**src/rtl/mem_arbiter.sv**
```systemverilog
// Single-ported RAM arbiter for the icache/dcache pair: registered dcache-priority grant with an
// icache anti-starvation guard. Define MEM_ARB_STATS_EN to enable the completed-access counters.
module mem_arbiter #(
   parameter int STARVE_MAX = 4
) (
   input  logic        CLK,
   input  logic        nRST,
   input  logic        iREN,
   input  logic [31:0] iaddr,
   output logic        iwait,
   output logic [31:0] iload,
   input  logic        dREN,
   input  logic        dWEN,
   input  logic [31:0] daddr,
   input  logic [31:0] dstore,
   output logic        dwait,
   output logic [31:0] dload,
   output logic        ramREN,
   output logic        ramWEN,
   output logic [31:0] ramaddr,
   output logic [31:0] ramstore,
   input  logic [31:0] ramload,
   input  logic [1:0]  ramstate,
   output logic        ram_err,
   output logic [15:0] d_acc_cnt,
   output logic [15:0] i_acc_cnt
);

   typedef enum logic [1:0] {IDLE, D_ACC, I_ACC} state_t;

   localparam logic [1:0] RS_ACCESS = 2'd2;
   localparam logic [1:0] RS_ERROR  = 2'd3;
   localparam logic [3:0] STARVE_LIM = 4'(STARVE_MAX);

   state_t     state_q, state_d;
   logic [3:0] starve_q, starve_d;
   logic       ram_err_q;
   logic       d_req;

   assign d_req = dREN | dWEN;
   assign iload = ramload;
   assign dload = ramload;
   assign ram_err = ram_err_q;

   always_ff @(posedge CLK or negedge nRST) begin
      if (!nRST) begin
         state_q   <= IDLE;
         starve_q  <= 4'd0;
         ram_err_q <= 1'b0;
      end else begin
         state_q   <= state_d;
         starve_q  <= starve_d;
         ram_err_q <= ram_err_q | (ramstate == RS_ERROR);
      end
   end

   // Enables are decoded from state_q, so an async reset drops them immediately.
   always_comb begin
      state_d  = state_q;
      starve_d = starve_q;
      ramREN   = 1'b0;
      ramWEN   = 1'b0;
      ramaddr  = '0;
      ramstore = '0;
      iwait    = 1'b1;
      dwait    = 1'b1;
      case (state_q)
         IDLE: begin
            if (starve_q == STARVE_LIM && iREN) state_d = I_ACC;
            else if (d_req)                      state_d = D_ACC;
            else if (iREN)                       state_d = I_ACC;
         end
         D_ACC: begin
            ramaddr  = daddr;
            ramstore = dstore;
            ramWEN   = dWEN;
            ramREN   = dREN & ~dWEN;
            dwait    = (ramstate != RS_ACCESS);
            // Completion beats a same-cycle request drop.
            if (ramstate == RS_ACCESS) begin
               state_d  = IDLE;
               starve_d = !iREN ? 4'd0 : (starve_q == 4'hF) ? 4'hF : starve_q + 4'd1;
            end else if (!d_req) begin
               state_d = IDLE;
            end
         end
         I_ACC: begin
            ramaddr = iaddr;
            ramREN  = 1'b1;
            iwait   = (ramstate != RS_ACCESS);
            if (ramstate == RS_ACCESS) begin
               state_d  = IDLE;
               starve_d = 4'd0;
            end else if (!iREN) begin
               state_d = IDLE;
            end
         end
         default: state_d = IDLE;
      endcase
   end

`ifdef MEM_ARB_STATS_EN
   logic [15:0] d_cnt_q, i_cnt_q;
   logic        d_done, i_done;

   assign d_done = (state_q == D_ACC) && (ramstate == RS_ACCESS);
   assign i_done = (state_q == I_ACC) && (ramstate == RS_ACCESS);

   always_ff @(posedge CLK or negedge nRST) begin
      if (!nRST) begin
         d_cnt_q <= 16'd0;
         i_cnt_q <= 16'd0;
      end else begin
         if (d_done) d_cnt_q <= d_cnt_q + 16'd1;
         if (i_done) i_cnt_q <= i_cnt_q + 16'd1;
      end
   end

   assign d_acc_cnt = d_cnt_q;
   assign i_acc_cnt = i_cnt_q;
`else
   assign d_acc_cnt = 16'd0;
   assign i_acc_cnt = 16'd0;
`endif

endmodule
```
**config.mk**
```make
export PLATFORM = sky130hd
export DESIGN_NAME = mem_arbiter
export DESIGN_NICKNAME = d
export VERILOG_FILES = /design/src/rtl/mem_arbiter.sv
export SDC_FILE = /design/constraint.sdc
export NUM_CORES = 1
export LEC_CHECK = 0
export ABC_AREA = 1
export BUFFER_PORTS_ARGS = -buffer_cell sky130_fd_sc_hd__buf_2
export CAP_MARGIN = 25
export CORE_AREA = 2 2 115 117
export DETAILED_ROUTE_END_ITERATION = 7
export DIE_AREA = 0 0 117 119
export HOLD_SLACK_MARGIN = 0.05
export PLACE_DENSITY = 0.54
export REMOVE_ABC_BUFFERS = 1
export SLEW_MARGIN = 20
export SYNTH_ARGS = -nofsm -noshare
export SYNTH_HDL_FRONTEND = slang
export SYNTH_SLANG_ARGS = --single-unit
```
**constraint.sdc**
```tcl
create_clock -name CLK -period 2.9 [get_ports CLK]
set_clock_uncertainty 0.2 [all_clocks]
set_input_delay 0 -clock CLK [delete_from_list [all_inputs] [get_ports CLK]]
set_output_delay 0 -clock CLK [all_outputs]
set_load 0.05 [all_outputs]
```
# Word-level counts from Yosys, hierarchy flattened
# Cells that the tools add are included.
[word_totals]
ff_bits = 7
inputBits = 135
out_inout_bits = 165
word_cells = 44
[op_classes]
addsub = 1
n_eq_ne = 12
n_mux = 19
n_bitwise = 4
reduce_logical = 5
[op_table]
columns = ["op", "count"]
rows = [
  ["case mux 32 bit (2 select lines)", 1],
  ["two-way mux 32 bit", 1],
  ["two-way mux 4 bit", 4],
  ["two-way mux 2 bit", 7],
  ["case mux 4 bit (2 select lines)", 1],
  ["equality test 2 bit (second input constant)", 3],
  ["inequality test 2 bit (second input constant)", 3],
  ["inequality test 3 bit (second input constant)", 2],
  ["case mux 2 bit (3 select lines)", 1],
  ["AND reduction 3 bit", 2],
  ["adder 4 x 1 -> 4 bit (second input constant)", 1],
  ["equality test 4 x 3 -> 1 bit (second input constant)", 1],
  ["equality test 4 bit (second input constant)", 1],
  ["inequality test 4 bit (second input constant)", 1],
  ["two-way mux 1 bit", 3],
  ["equality test 2 x 1 -> 1 bit (second input constant)", 1],
  ["logical NOT 2 bit", 1],
  ["OR 1 bit", 2],
  ["case mux 1 bit (2 select lines)", 1],
  ["nonzero test 2 bit", 1],
  ["bitwise AND 1 bit", 1],
  ["logical AND 1 bit", 1],
  ["NOT 1 bit", 1],
]

# Depth between registers and ports, before layout
# Gate-level depths: netlist of run 1.
[depth]
word_depth = 5
ltp_mapped = 9
mapped_depth_nobuf = 9

# Least setup slack after synthesis of run 1
# Ideal clock, no wire load.
[synth_timing]
path_kind = "register to output"
start = "register state_q[1]"
end = "output port ramaddr[19]"
t_arrival_ps = 1788
required_ps = 2700
path_slack_ps = 912
path_stages_with_launch = 7
path_buffers = 2
cell_sequence = "dfrtp_1 > inv_1 > ha_1 > buf_4 > buf_4 > nand2_1 > a21oi_1"
[synth_via]
elab_chain_len = 2
elab_cells_between_ends = 3
cone_classes = "eq/ne (2); mux (1)"
[synth_lines]
columns = ["element", "line_no", "source"]
rows = [
  ["from (decl)", "35", "state_t state_q, state_d;"],
  ["from (signal assigned)", "51", "state_q <= state_d;"],
  ["equality test 2 bit / equality test 2 x 1 -> 1 bit (equally long branches)", "67", "case (state_q)"],
  ["case mux 32 bit (2 select lines) *", "67", ""],
  ["to (decl)", "20", "output logic [31:0] ramaddr,"],
]
# Mark *: on every way between the ends. The rest lies on a longest branch, timed or not.

# Final worst setup path of run 1
[layout_timing]
start = "register state_q[1]"
end = "register starve_q[2]"
[layout_via]
elab_chain_len = 3
elab_cells_between_ends = 7
cone_classes = "eq/ne (4); mux (1); reduce/logical (2)"
[layout_lines]
columns = ["element", "line_no", "source"]
rows = [
  ["equality test 2 x 1 -> 1 bit / equality test 2 bit (equally long branches)", "67", ""],
  ["inequality test 2 bit (no line) / nonzero test 2 bit (equally long branches)", "--", ""],
  ["AND reduction 3 bit (no line)", "--", ""],
  ["to (signal assigned)", "52", "starve_q <= starve_d;"],
  ["to (decl)", "36", "logic [3:0] starve_q, starve_d;"],
]
# Parallel ways exist; a longest one is shown, timed or not.
# A chain may end at the register's enable or synchronous reset.

==> results of run 1 <==
-- worst paths after layout --
check                      depth (start not counted)  slack (ns)      endpoint  startpoint
setup / recovery                                   7        0.45   starve_q[2]  state_q[1]
hold / removal                                     4        0.16  ramstore[30]  dstore[30]
setup reg to reg                                   7        0.45   starve_q[2]  state_q[1]
hold reg to reg                                    2        0.31    state_q[1]  state_q[1]
max in group asynchronous                          3        1.74   starve_q[0]        nRST
min in group asynchronous                          3        0.52   starve_q[2]        nRST
-- final cells by class --
class | count | area [µm²]
tap | 176 | 220
antenna | 1 | 2.50
clock buffer | 4 | 78.8
sequential | 7 | 175
inverter | 50 | 188
multi-input combinational | 214 | 923
timing repair buffer | 223 | 1400
fill | 1444 | 9880
-- layer usage --
metal / global-route usage (%) / wire length, µm / up-vias
li1: - / - / 1215
met1: 16.8 / 4420 / 1049
met2: 15.4 / 3650 / 137
met3: 4.48 / 883 / 2
met4: 0.662 / 0 / 2
met5: 5.88 / 13 / -
-- metrics by stage --
stage | hold WS (ns) | cell area, µm² | TNS [ns] | setup slack [ns]
6_report | 0.162 | 2990 | 0 | 0.450
3_3_place_gp | -0.353 | 2410 | 0 | 0.802
2_1_floorplan | -0.496 | 1280 | -1.55 | -0.400
5_1_grt | 0.174 | 2990 | 0 | 0.249
3_5_place_dp | -0.356 | 2410 | 0 | 0.833
4_1_cts | 0.163 | 2900 | 0 | 0.407
-- cell families after synthesis --
family / share of synthesized area [%]
buf+inv: 50.1
simple gates: 27.6
compound gates: 10.1
other cells: 0.191
fa+ha+maj: 3.19
flops: 8.93
-- power by group --
group,leakage (µW),internal (µW),switching [µW],total [µW]
clock network,0.0000382,183,50.5,233
registers,0.0000885,132,38.5,170
logic,0.00175,581,2120,2700
total,0.00188,896,2210,3110
-- sequential cells by signal, indices dropped and copies added, names as in the netlist --
signal,flops
starve_q,4
state_q,2
ram_err,1
-- critical path: stages, from the launching register on --
cell and delay (ns):
dfrtp_1 0.38, inv_1 0.08, ha_2 0.54, nand3_1 0.28, nand2_1 0.19, nand4_1 0.11, nand2_1 0.06, dlygate4sd3_1 0.53
-- timing repair --
action,in CTS,in global routing
setup buffers,0,0
endpoints found under the hold margin,77,0
hold buffers,41,0
-- placed cells by master (no fill, tap or decap), types with 3 or more instances in the layout --
| cell | instances |
|---|---|
| buf_2 | 171 |
| nand2_1 | 123 |
| inv_1 | 50 |
| dlygate4sd3_1 | 41 |
| a21oi_1 | 35 |
| conb_1 | 32 |
| nand3_1 | 9 |
| buf_4 | 7 |
| dfrtp_1 | 7 |
| ha_1 | 4 |
| o21ai_0 | 3 |
| nor2_1 | 3 |
| clkbuf_16 | 3 |
==> results by group, run 1 <==
Logic synthesis
  – Synthesized area: 1960 µm²
  – Area leader, netlist: buf_4
  – Register area share after synthesis: 8.93%
  – Synthesized flop and latch total: 7
  – Syn Area/Cell: 5.61 µm²
  – Top cell type's share of synthesized area: 37.9%
  – Post-synth EDFFs: 0
  – Synth area leaders: buf_4, nand2_1, inv_1
  – Top-count cell post-synth: nand2_1
  – Synth unique cells: 15
  – Synth Instances: 350
  – Async set-reset flop share out of synthesis: 100%
  – Commonest cells in the netlist: nand2_1, buf_4, inv_1
  – Synthesis warning total: 0
  – Synth Flop Type: dfrtp_1

Global routing
  – First-pass GRT wire length: 11.6 mm
  – Initial antenna violation count: 2
  – Pin count of the biggest net entering global routing: 25
  – Vias in the first global route: 1937
  – Gr ovfl total: 0
  – Total track usage: 11.3%

CTS
  – CTS root buffer: clkbuf_16
  – CTS H-tree depth: 1
  – CTS tree: done
  – Worst-path clk slew: 0.04 ns
  – CTS Buf Count: 3
  – CTS sink count: 7
  – Clock Path Buffers: 2
  – Post-CTS Resized: 0
  – Worst skew pair latency: 0.23 ns

STA
  – Max-slew violation count: 0
  – Final-report hold violation count: 0
  – Worst rel slew slack: 21.8%
  – Min Tclk post-route: 2.45 ns
  – Fmax: 0.408 GHz
  – Final period util: 84.5%
  – Final setup fails: 0
  – RSZ-0062 raised after global routing: false
  – Worst Max-Slew Pin Slew: 1.17 ns

Floorplan
  – Total die area: 13900 µm²
  – Initial core utilization: 15.2%
  – DIE WIDTH: 117 µm
  – IO Pins: 300
  – Die Ht: 119 µm
  – CORE AREA: 12900 µm²
  – Row cnt: 42

Place
  – RePlAce Congestion: 0.774
  – Placed insts: 625
  – Post-DP HPWL: 6.96 mm
  – Port Buffers: 171

Status
  – Status: finished clean

Cells and area
  – Synthesis-to-layout area growth: 52.5%
  – Nets@finish: 639
  – Fin util: 23.2%
  – Final Non-Filler Cells: 675
  – Layout cell share with drive strength beyond 1: 37.6%

Power and ir drop
  – Power, Total: 3110 µW
  – Maximum vdd ir drop: 0.000277 V
  – Leak: 0.00188 µW
  – Power per standard cell area: 1040 nW/µm²

Routing
  – Detailed-router iteration count before antenna repair: 4
  – DR DRC count: 0
  – Routed Antenna Nets: 0
  – DR vias: 2405
  – DR WL/cell: 13.3 µm
  – Routed vias/inst: 3.56
  – DR iter-0 viols: 105
  – Drt total wl: 8.97 mm

Worst setup path
  – Worst Setup End Kind: flip-flop
  – CP required: 2.86 ns
  – CP Class: reg -> reg
  – Crit path max fanout: 24
  – WP data arrival: 2.41 ns
  – Startpoint Class: flip-flop

Run
  – Max-Cap Viols: 0

Min path
  – Hold Crit Class: in -> out
No activity file was read; power rests on OpenSTA's default activity.
==> inputs of run 2 (changes only) <==
--- a/config.mk
+++ b/config.mk
@@ -8,9 +8,9 @@
 export ABC_AREA = 1
 export BUFFER_PORTS_ARGS = -buffer_cell sky130_fd_sc_hd__buf_2
 export CAP_MARGIN = 25
-export CORE_AREA = 2 2 115 117
+export CORE_AREA = 2 2 118 120
 export DETAILED_ROUTE_END_ITERATION = 7
-export DIE_AREA = 0 0 117 119
+export DIE_AREA = 0 0 120 122
 export HOLD_SLACK_MARGIN = 0.05
 export PLACE_DENSITY = 0.54
 export REMOVE_ABC_BUFFERS = 1
==> constraint.sdc (replaced) <==
create_clock -name CLK -period 2.2 [get_ports CLK]
set_clock_uncertainty 0.2 [all_clocks]
set_input_delay 0 -clock CLK [delete_from_list [all_inputs] [get_ports CLK]]
set_output_delay 0 -clock CLK [all_outputs]
set_load 0.05 [all_outputs]
==> results by group, run 2 (synthesis results as in run 1) <==
STA
  – Min Tclk post-route: 1.99 ns
  – Max-slew violation count: 0 (unchanged)
  – Hold slack: 0.160 ns (was 0.162 ns)
  – Fmax: 0.502 GHz
  – Final setup TNS: 0 ns (unchanged)
  – Final period util: 90.6%
  – Worst rel slew slack: 22.9% (was 21.8%)
  – RSZ-0062 raised after global routing: false (unchanged)
  – Final setup fails: 0 (unchanged)
  – Worst Max-Slew Pin Slew: 1.15 ns (was 1.17 ns)
  – Final-report hold violation count: 0 (unchanged)

Floorplan
  – CORE AREA: 13500 µm² (was 12900 µm²)
  – IO Pins: 300 (unchanged)
  – Initial core utilization: 14.5% (was 15.2%)
  – Total die area: 14600 µm² (was 13900 µm²)
  – DIE WIDTH: 120 µm (was 117 µm)
  – Row cnt: 43 (was 42)
  – Die Ht: 122 µm (was 119 µm)

Routing
  – Detailed-router iteration count before antenna repair: 4 (unchanged)
  – DR DRC count: 0 (unchanged)
  – Routed Antenna Nets: 0 (unchanged)
  – DR WL/cell: 14.2 µm (was 13.3 µm)
  – Drt total wl: 9.55 mm (was 8.97 mm)
  – Routed vias/inst: 3.59 (was 3.56)
  – DR iter-0 viols: 93 (was 105)
  – DR vias: 2418 (was 2405)

CTS
  – CTS root buffer: clkbuf_16 (unchanged)
  – CTS tree: done (unchanged)
  – CTS sink count: 7 (unchanged)
  – Worst-path clk slew: 0.04 ns (about the same)
  – Worst skew pair latency: 0.23 ns (about the same)
  – CTS H-tree depth: 1 (unchanged)
  – Clock Path Buffers: 2 (unchanged)
  – Hold buffers post-CTS: 40 (was 41)
  – Post-CTS Resized: 0 (unchanged)
  – Setup bufs post-CTS: 0 (unchanged)
  – CTS Buf Count: 3 (unchanged)

Place
  – Post-DP HPWL: 7.40 mm (was 6.96 mm)
  – RePlAce Congestion: 0.709 (was 0.774)
  – Port Buffers: 171 (unchanged)

Cells and area
  – Max reg flops: 4 (unchanged)
  – Fill cells: 1563 (was 1444)
  – Layout cell share with drive strength beyond 1: 37.2% (was 37.6%)
  – Synthesis-to-layout area growth: 50.2% (was 52.5%)
  – Nets@finish: 635 (was 639)
  – Most common cell after layout, fill and taps aside: buf_2 (unchanged)
  – # diodes: 0 (was 1)
  – Most flops, register: starve_q (unchanged)
  – Most frequent cells in the layout: buf_2, nand2_1, inv_1 (unchanged)
  – Fin util: 21.8% (was 23.2%)

Global routing
  – Vias in the first global route: 1950 (was 1937)
  – Total track usage: 11.4% (was 11.3%)
  – Initial antenna violation count: 0 (was 2)
  – Pin count of the biggest net entering global routing: 47 (was 25)
  – Gr ovfl total: 0 (unchanged)
  – First-pass GRT wire length: 12.4 mm (was 11.6 mm)

Min path
  – Hold Crit Class: in -> out (unchanged)
  – Worst hold path depth: 4 (unchanged)

Worst setup path
  – CP required: 2.00 ns (was 2.86 ns)
  – R2R depth: 8 (was 7)
  – CP Class: reg -> out (was reg -> reg)
  – Worst Setup End Kind: output port (was flip-flop)
  – WP data arrival: 1.79 ns (was 2.41 ns)
  – Crit path max fanout: 17 (was 24)
  – Startpoint Class: flip-flop (unchanged)

Power and ir drop
  – Maximum vdd ir drop: 0.000513 V (was 0.000277 V)
  – Power per standard cell area: 1390 nW/µm² (was 1040 nW/µm²)
  – Leak: 0.00185 µW (was 0.00188 µW)
  – Power, Total: 4090 µW (was 3110 µW)

Run
  – Max-Cap Viols: 0 (unchanged)

Status
  – Status: finished clean (unchanged)
[run 2: per-layer routing]
metal / vias up / GRT usage, % / part of all wire [%]
li1: 1202 / - / -
met1: 1073 / 16.9 / 47
met2: 139 / 16.0 / 42
met3: 2 / 3.84 / 9.7
met4: 2 / 0.515 / 0
met5: - / 4.86 / 1.0
[run 2: final timing paths]
kind	start	to	slack [ns]
worst max-delay path	state_q[1]	ramREN	0.21
worst min-delay path	dstore[13]	ramstore[13]	0.16
worst max register to register	state_q[1]	state_q[1]	0.46
worst min register to register	state_q[1]	state_q[1]	0.32
max in group asynchronous	nRST	state_q[1]	1.02
min in group asynchronous	nRST	ram_err	0.53
[run 2: worst max-delay path, stage by stage, from the launching register on]
cell and delay [ns]:
dfrtp_1 0.39, inv_1 0.09, ha_2 0.30, buf_4 0.26, nand3_1 0.10, a21oi_1 0.14, buf_2 0.28
[run 2: where the power goes]
part | internal [µW] | switching, µW
Sequential | 174 | 51.1
Combinational | 767 | 2800
Clock | 241 | 65.3
[run 2: final cells by class]
cell class | count | area, µm² | area share, %
multi-input cells | 214 | 923 | 31.3
repair buffers | 219 | 1360 | 46.0
flip-flops and latches | 7 | 175 | 5.94
clock buffers | 4 | 78.8 | 2.68
well taps | 180 | 225 | 7.64
inverters | 50 | 188 | 6.37
[run 2: metrics by stage]
stage / area (µm²) / setup WS, ns / instances
after floorplan: 1280 / -1.10 / 271
after global placement: 2420 / 0.450 / 628
after detailed placement: 2420 / 0.412 / 628
after CTS: 2900 / 0.165 / 672
after global routing: 2950 / 0.0883 / 674
final: 2950 / 0.208 / 674
==> inputs of run 3 (changes only) <==
--- a/config.mk
+++ b/config.mk
@@ -5,12 +5,11 @@
 export SDC_FILE = /design/constraint.sdc
 export NUM_CORES = 1
 export LEC_CHECK = 0
-export ABC_AREA = 1
 export BUFFER_PORTS_ARGS = -buffer_cell sky130_fd_sc_hd__buf_2
 export CAP_MARGIN = 25
-export CORE_AREA = 2 2 118 120
+export CORE_AREA = 2 2 117 119
 export DETAILED_ROUTE_END_ITERATION = 7
-export DIE_AREA = 0 0 120 122
+export DIE_AREA = 0 0 119 121
 export HOLD_SLACK_MARGIN = 0.05
 export PLACE_DENSITY = 0.54
 export REMOVE_ABC_BUFFERS = 1
==> results by group, run 3 <==
Status
  – Status: finished clean (unchanged)

Logic synthesis
  – Commonest cells in the netlist: buf_4, and2_1, nor2b_1 (was nand2_1, buf_4, inv_1)
  – Top cell type's share of synthesized area: 37.8% (was 37.9%)
  – Post-synth EDFFs: 0 (unchanged)
  – Synth area leaders: buf_4, a22oi_1, and2_1 (was buf_4, nand2_1, inv_1)
  – Synth unique cells: 29 (was 15)
  – Syn Area/Cell: 7.35 µm² (was 5.61 µm²)
  – Synthesized area: 1930 µm² (was 1960 µm²)
  – Area leader, netlist: buf_4 (unchanged)
  – Synthesis warning total: 0 (unchanged)
  – Top-count cell post-synth: buf_4 (was nand2_1)
  – Synth Flop Type: dfrtp_1 (unchanged)
  – Register area share after synthesis: 9.09% (was 8.93%)
  – Synth Instances: 262 (was 350)
  – Async set-reset flop share out of synthesis: 100% (unchanged)
  – Synthesized flop and latch total: 7 (unchanged)

CTS
  – Post-CTS Resized: 0 (unchanged)
  – CTS sink count: 7 (unchanged)
  – Worst-path clk slew: 0.04 ns (about the same)
  – CTS Buf Count: 3 (unchanged)
  – CTS H-tree depth: 1 (unchanged)
  – CTS tree: done (unchanged)
  – Clock Path Buffers: 2 (unchanged)
  – Setup bufs post-CTS: 0 (unchanged)
  – Worst skew pair latency: 0.23 ns (about the same)
  – Hold buffers post-CTS: 41 (was 40)
  – CTS root buffer: clkbuf_16 (unchanged)

Floorplan
  – Die Ht: 121 µm (was 122 µm)
  – DIE WIDTH: 119 µm (was 120 µm)
  – Initial core utilization: 14.7% (was 14.5%)
  – Total die area: 14400 µm² (was 14600 µm²)
  – IO Pins: 300 (unchanged)
  – Row cnt: 42 (was 43)
  – CORE AREA: 13100 µm² (was 13500 µm²)

Global routing
  – Gr ovfl total: 0 (unchanged)
  – Vias in the first global route: 2003 (was 1950)
  – Pin count of the biggest net entering global routing: 56 (was 47)
  – First-pass GRT wire length: 11.8 mm (was 12.4 mm)
  – Initial antenna violation count: 0 (unchanged)
  – Total track usage: 10.8% (was 11.4%)

Place
  – Placed insts: 535 (was 628)
  – Pre-CTS setup slack: 0.433 ns (was 0.412 ns)
  – Post-DP HPWL: 6.53 mm (was 7.40 mm)
  – RePlAce Congestion: 0.740 (was 0.709)
  – Port Buffers: 171 (unchanged)

Power and ir drop
  – Combinational share of power: 87.7% (was 87.0%)
  – Clock Power Share: 7.3% (was 7.5%)
  – Leak: 0.00153 µW (was 0.00185 µW)
  – Seq pwr share: 5.0% (was 5.5%)
  – Maximum vdd ir drop: 0.000516 V (was 0.000513 V)
  – Pint: 1440 µW (was 1180 µW)
  – P_sw: 2840 µW (was 2910 µW)
  – Switching part of the total: 66.4% (was 71.1%)
  – Power per standard cell area: 1470 nW/µm² (was 1390 nW/µm²)

Routing
  – Detailed-router iteration count before antenna repair: 4 (unchanged)
  – DR WL/cell: 14.8 µm (was 14.2 µm)
  – Routed vias/inst: 3.82 (was 3.59)
  – DR DRC count: 0 (unchanged)
  – Drt total wl: 8.61 mm (was 9.55 mm)
  – Routed Antenna Nets: 0 (unchanged)
  – DR iter-0 viols: 123 (was 93)
  – DR vias: 2217 (was 2418)

Worst setup path
  – CP required: 2.11 ns (was 2.00 ns)
  – CP Class: reg -> reg (was reg -> out)
  – WP data arrival: 1.83 ns (was 1.79 ns)
  – Startpoint Class: flip-flop (unchanged)
  – Worst Setup End Kind: flip-flop (was output port)
  – Top cell family by delay on the critical path: buffers and inverters (unchanged)
  – Slowest-stage cell, CP: dlygate4sd3_1 (was dfrtp_1)
  – Crit path max fanout: 5 (was 17)
  – Critical-path cell list: inv_1 > ha_1 > nand4b_1 > o21ai_0 > dlygate4sd3_1 > nand2_1 > mux2i_1 (was inv_1 > ha_2 > buf_4 > nand3_1 > a21oi_1 > buf_2)
  – Largest stage delay, worst path: 0.56 ns (was 0.39 ns)
  – WP buf/inv: 2 (was 3)

STA
  – Final setup fails: 0 (unchanged)
  – Final worst setup slack: 0.279 ns (was 0.208 ns)
  – Max-slew violation count: 0 (unchanged)
  – Worst Max-Slew Pin Slew: 1.13 ns (was 1.15 ns)
  – Final period util: 87.3% (was 90.6%)
  – RSZ-0062 raised after global routing: false (unchanged)
  – Final-report hold violation count: 0 (unchanged)
  – Worst rel slew slack: 24.1% (was 22.9%)
  – Fmax: 0.521 GHz (was 0.502 GHz)
  – Min Tclk post-route: 1.92 ns (was 1.99 ns)

Cells and area
  – Final Non-Filler Cells: 581 (was 674)
  – Most flops, register: starve_q (unchanged)
  – Nets@finish: 546 (was 635)
  – Max reg flops: 4 (unchanged)
  – # diodes: 0 (unchanged)
  – Most common cell after layout, fill and taps aside: buf_2 (unchanged)
  – Layout cell share with drive strength beyond 1: 45.4% (was 37.2%)
  – Synthesis-to-layout area growth: 51.5% (was 50.2%)
  – Most frequent cells in the layout: buf_2, dlygate4sd3_1, nor2b_1, and2_1 (was buf_2, nand2_1, inv_1)

Min path
  – Hold Crit Class: in -> out (unchanged)

Run
  – Max-Cap Viols: 0 (unchanged)
-- run 3: cell count changes in the layout (fill, tap and decap cells not counted), moves of 2 or more --
| cell | previous run | this run |
|---|---|---|
| inv_1 | 50 | 4 |
| nand2_1 | 123 | 7 |
| nand2b_1 | 0 | 2 |
| and2_1 | 0 | 33 |
| o21ai_1 | 0 | 3 |
| nand3_1 | 9 | 2 |
| buf_12 | 1 | 3 |
| nand4_1 | 2 | 0 |
| o21a_1 | 0 | 2 |
| mux2i_1 | 0 | 2 |
| a21oi_1 | 35 | 3 |
| nor2b_1 | 0 | 33 |
| a22oi_1 | 0 | 32 |
-- run 3: final cells by class --
class                   count  area [µm²]
multi-input cells         171        1060
inverters                   4        15.0
flip-flops and latches      7         175
repair buffers            219        1370
clock buffers               4        78.8
fillers                  1472       10200
well taps                 176         220
-- run 3: logic make-up (layout without fill, tap and decap cells) --
kind of cell	count (synthesis)	count (layout)	synth area share (%)
and+or+nand+nor	85	85	27.3
muxes	2	2	1.04
DFF	7	7	9.09
AOI/OAI and AO/OA	47	47	17.3
adders and majority gates	5	5	3.25
other	1	32	0.195
buffers and inverters	115	227	41.9
-- run 3: power groups by stage --
stage / sequential [µW] / combinational [µW] / clock (µW)
after floorplan: 202 / 2580 / 0
after global placement: 214 / 3480 / 0
after detailed placement: 213 / 3470 / 0
after CTS: 212 / 3780 / 315
after global routing: 221 / 3970 / 324
final: 213 / 3750 / 313
-- run 3: path summary, 6_finish.rpt --
| check | startpoint | endpoint | slack [ns] | cells past startpoint |
|---|---|---|---|---|
| worst min register to register | state_q[0] | state_q[0] | 0.39 | 2 |
| worst max register to register | starve_q[0] | state_q[1] | 0.28 | 7 |
| max in group asynchronous | nRST | starve_q[1] | 1.01 | 3 |
| min in group asynchronous | nRST | state_q[0] | 0.54 | 3 |
| worst max-delay path | starve_q[0] | state_q[1] | 0.28 | 7 |
| worst min-delay path | dstore[30] | ramstore[30] | 0.21 | 3 |
-- run 3: routing by layer --
layer  wire [µm]  global-route usage (%)  share of wire, %  vias to the layer above
li1            -                       -                 -                     1020
met1        3870                    14.8                45                     1012
met2        3710                    16.5                43                      177
met3         911                    3.95                11                        6
met4          39                    1.56              0.45                        2
met5          76                       0              0.88                        -
-- run 3: tightest hold or removal path: stages --
cell    delay, ns
buf_2        0.09
and2_1       0.12
buf_2        0.20
-- run 3: per-stage QoR --
step / power [µW] / hold slack [ns] / setup TNS [ns] / instance area, µm² / util, %
3_3_place_gp: 3690 / -0.356 / 0 / 2410 / 18.5
4_1_cts: 4310 / 0.209 / 0 / 2900 / 22.2
3_5_place_dp: 3680 / -0.354 / 0 / 2410 / 18.5
5_1_grt: 4520 / 0.213 / 0 / 2920 / 22.3
6_report: 4280 / 0.209 / 0 / 2920 / 22.3
2_1_floorplan: 2780 / -0.496 / -17.24 / 1250 / -
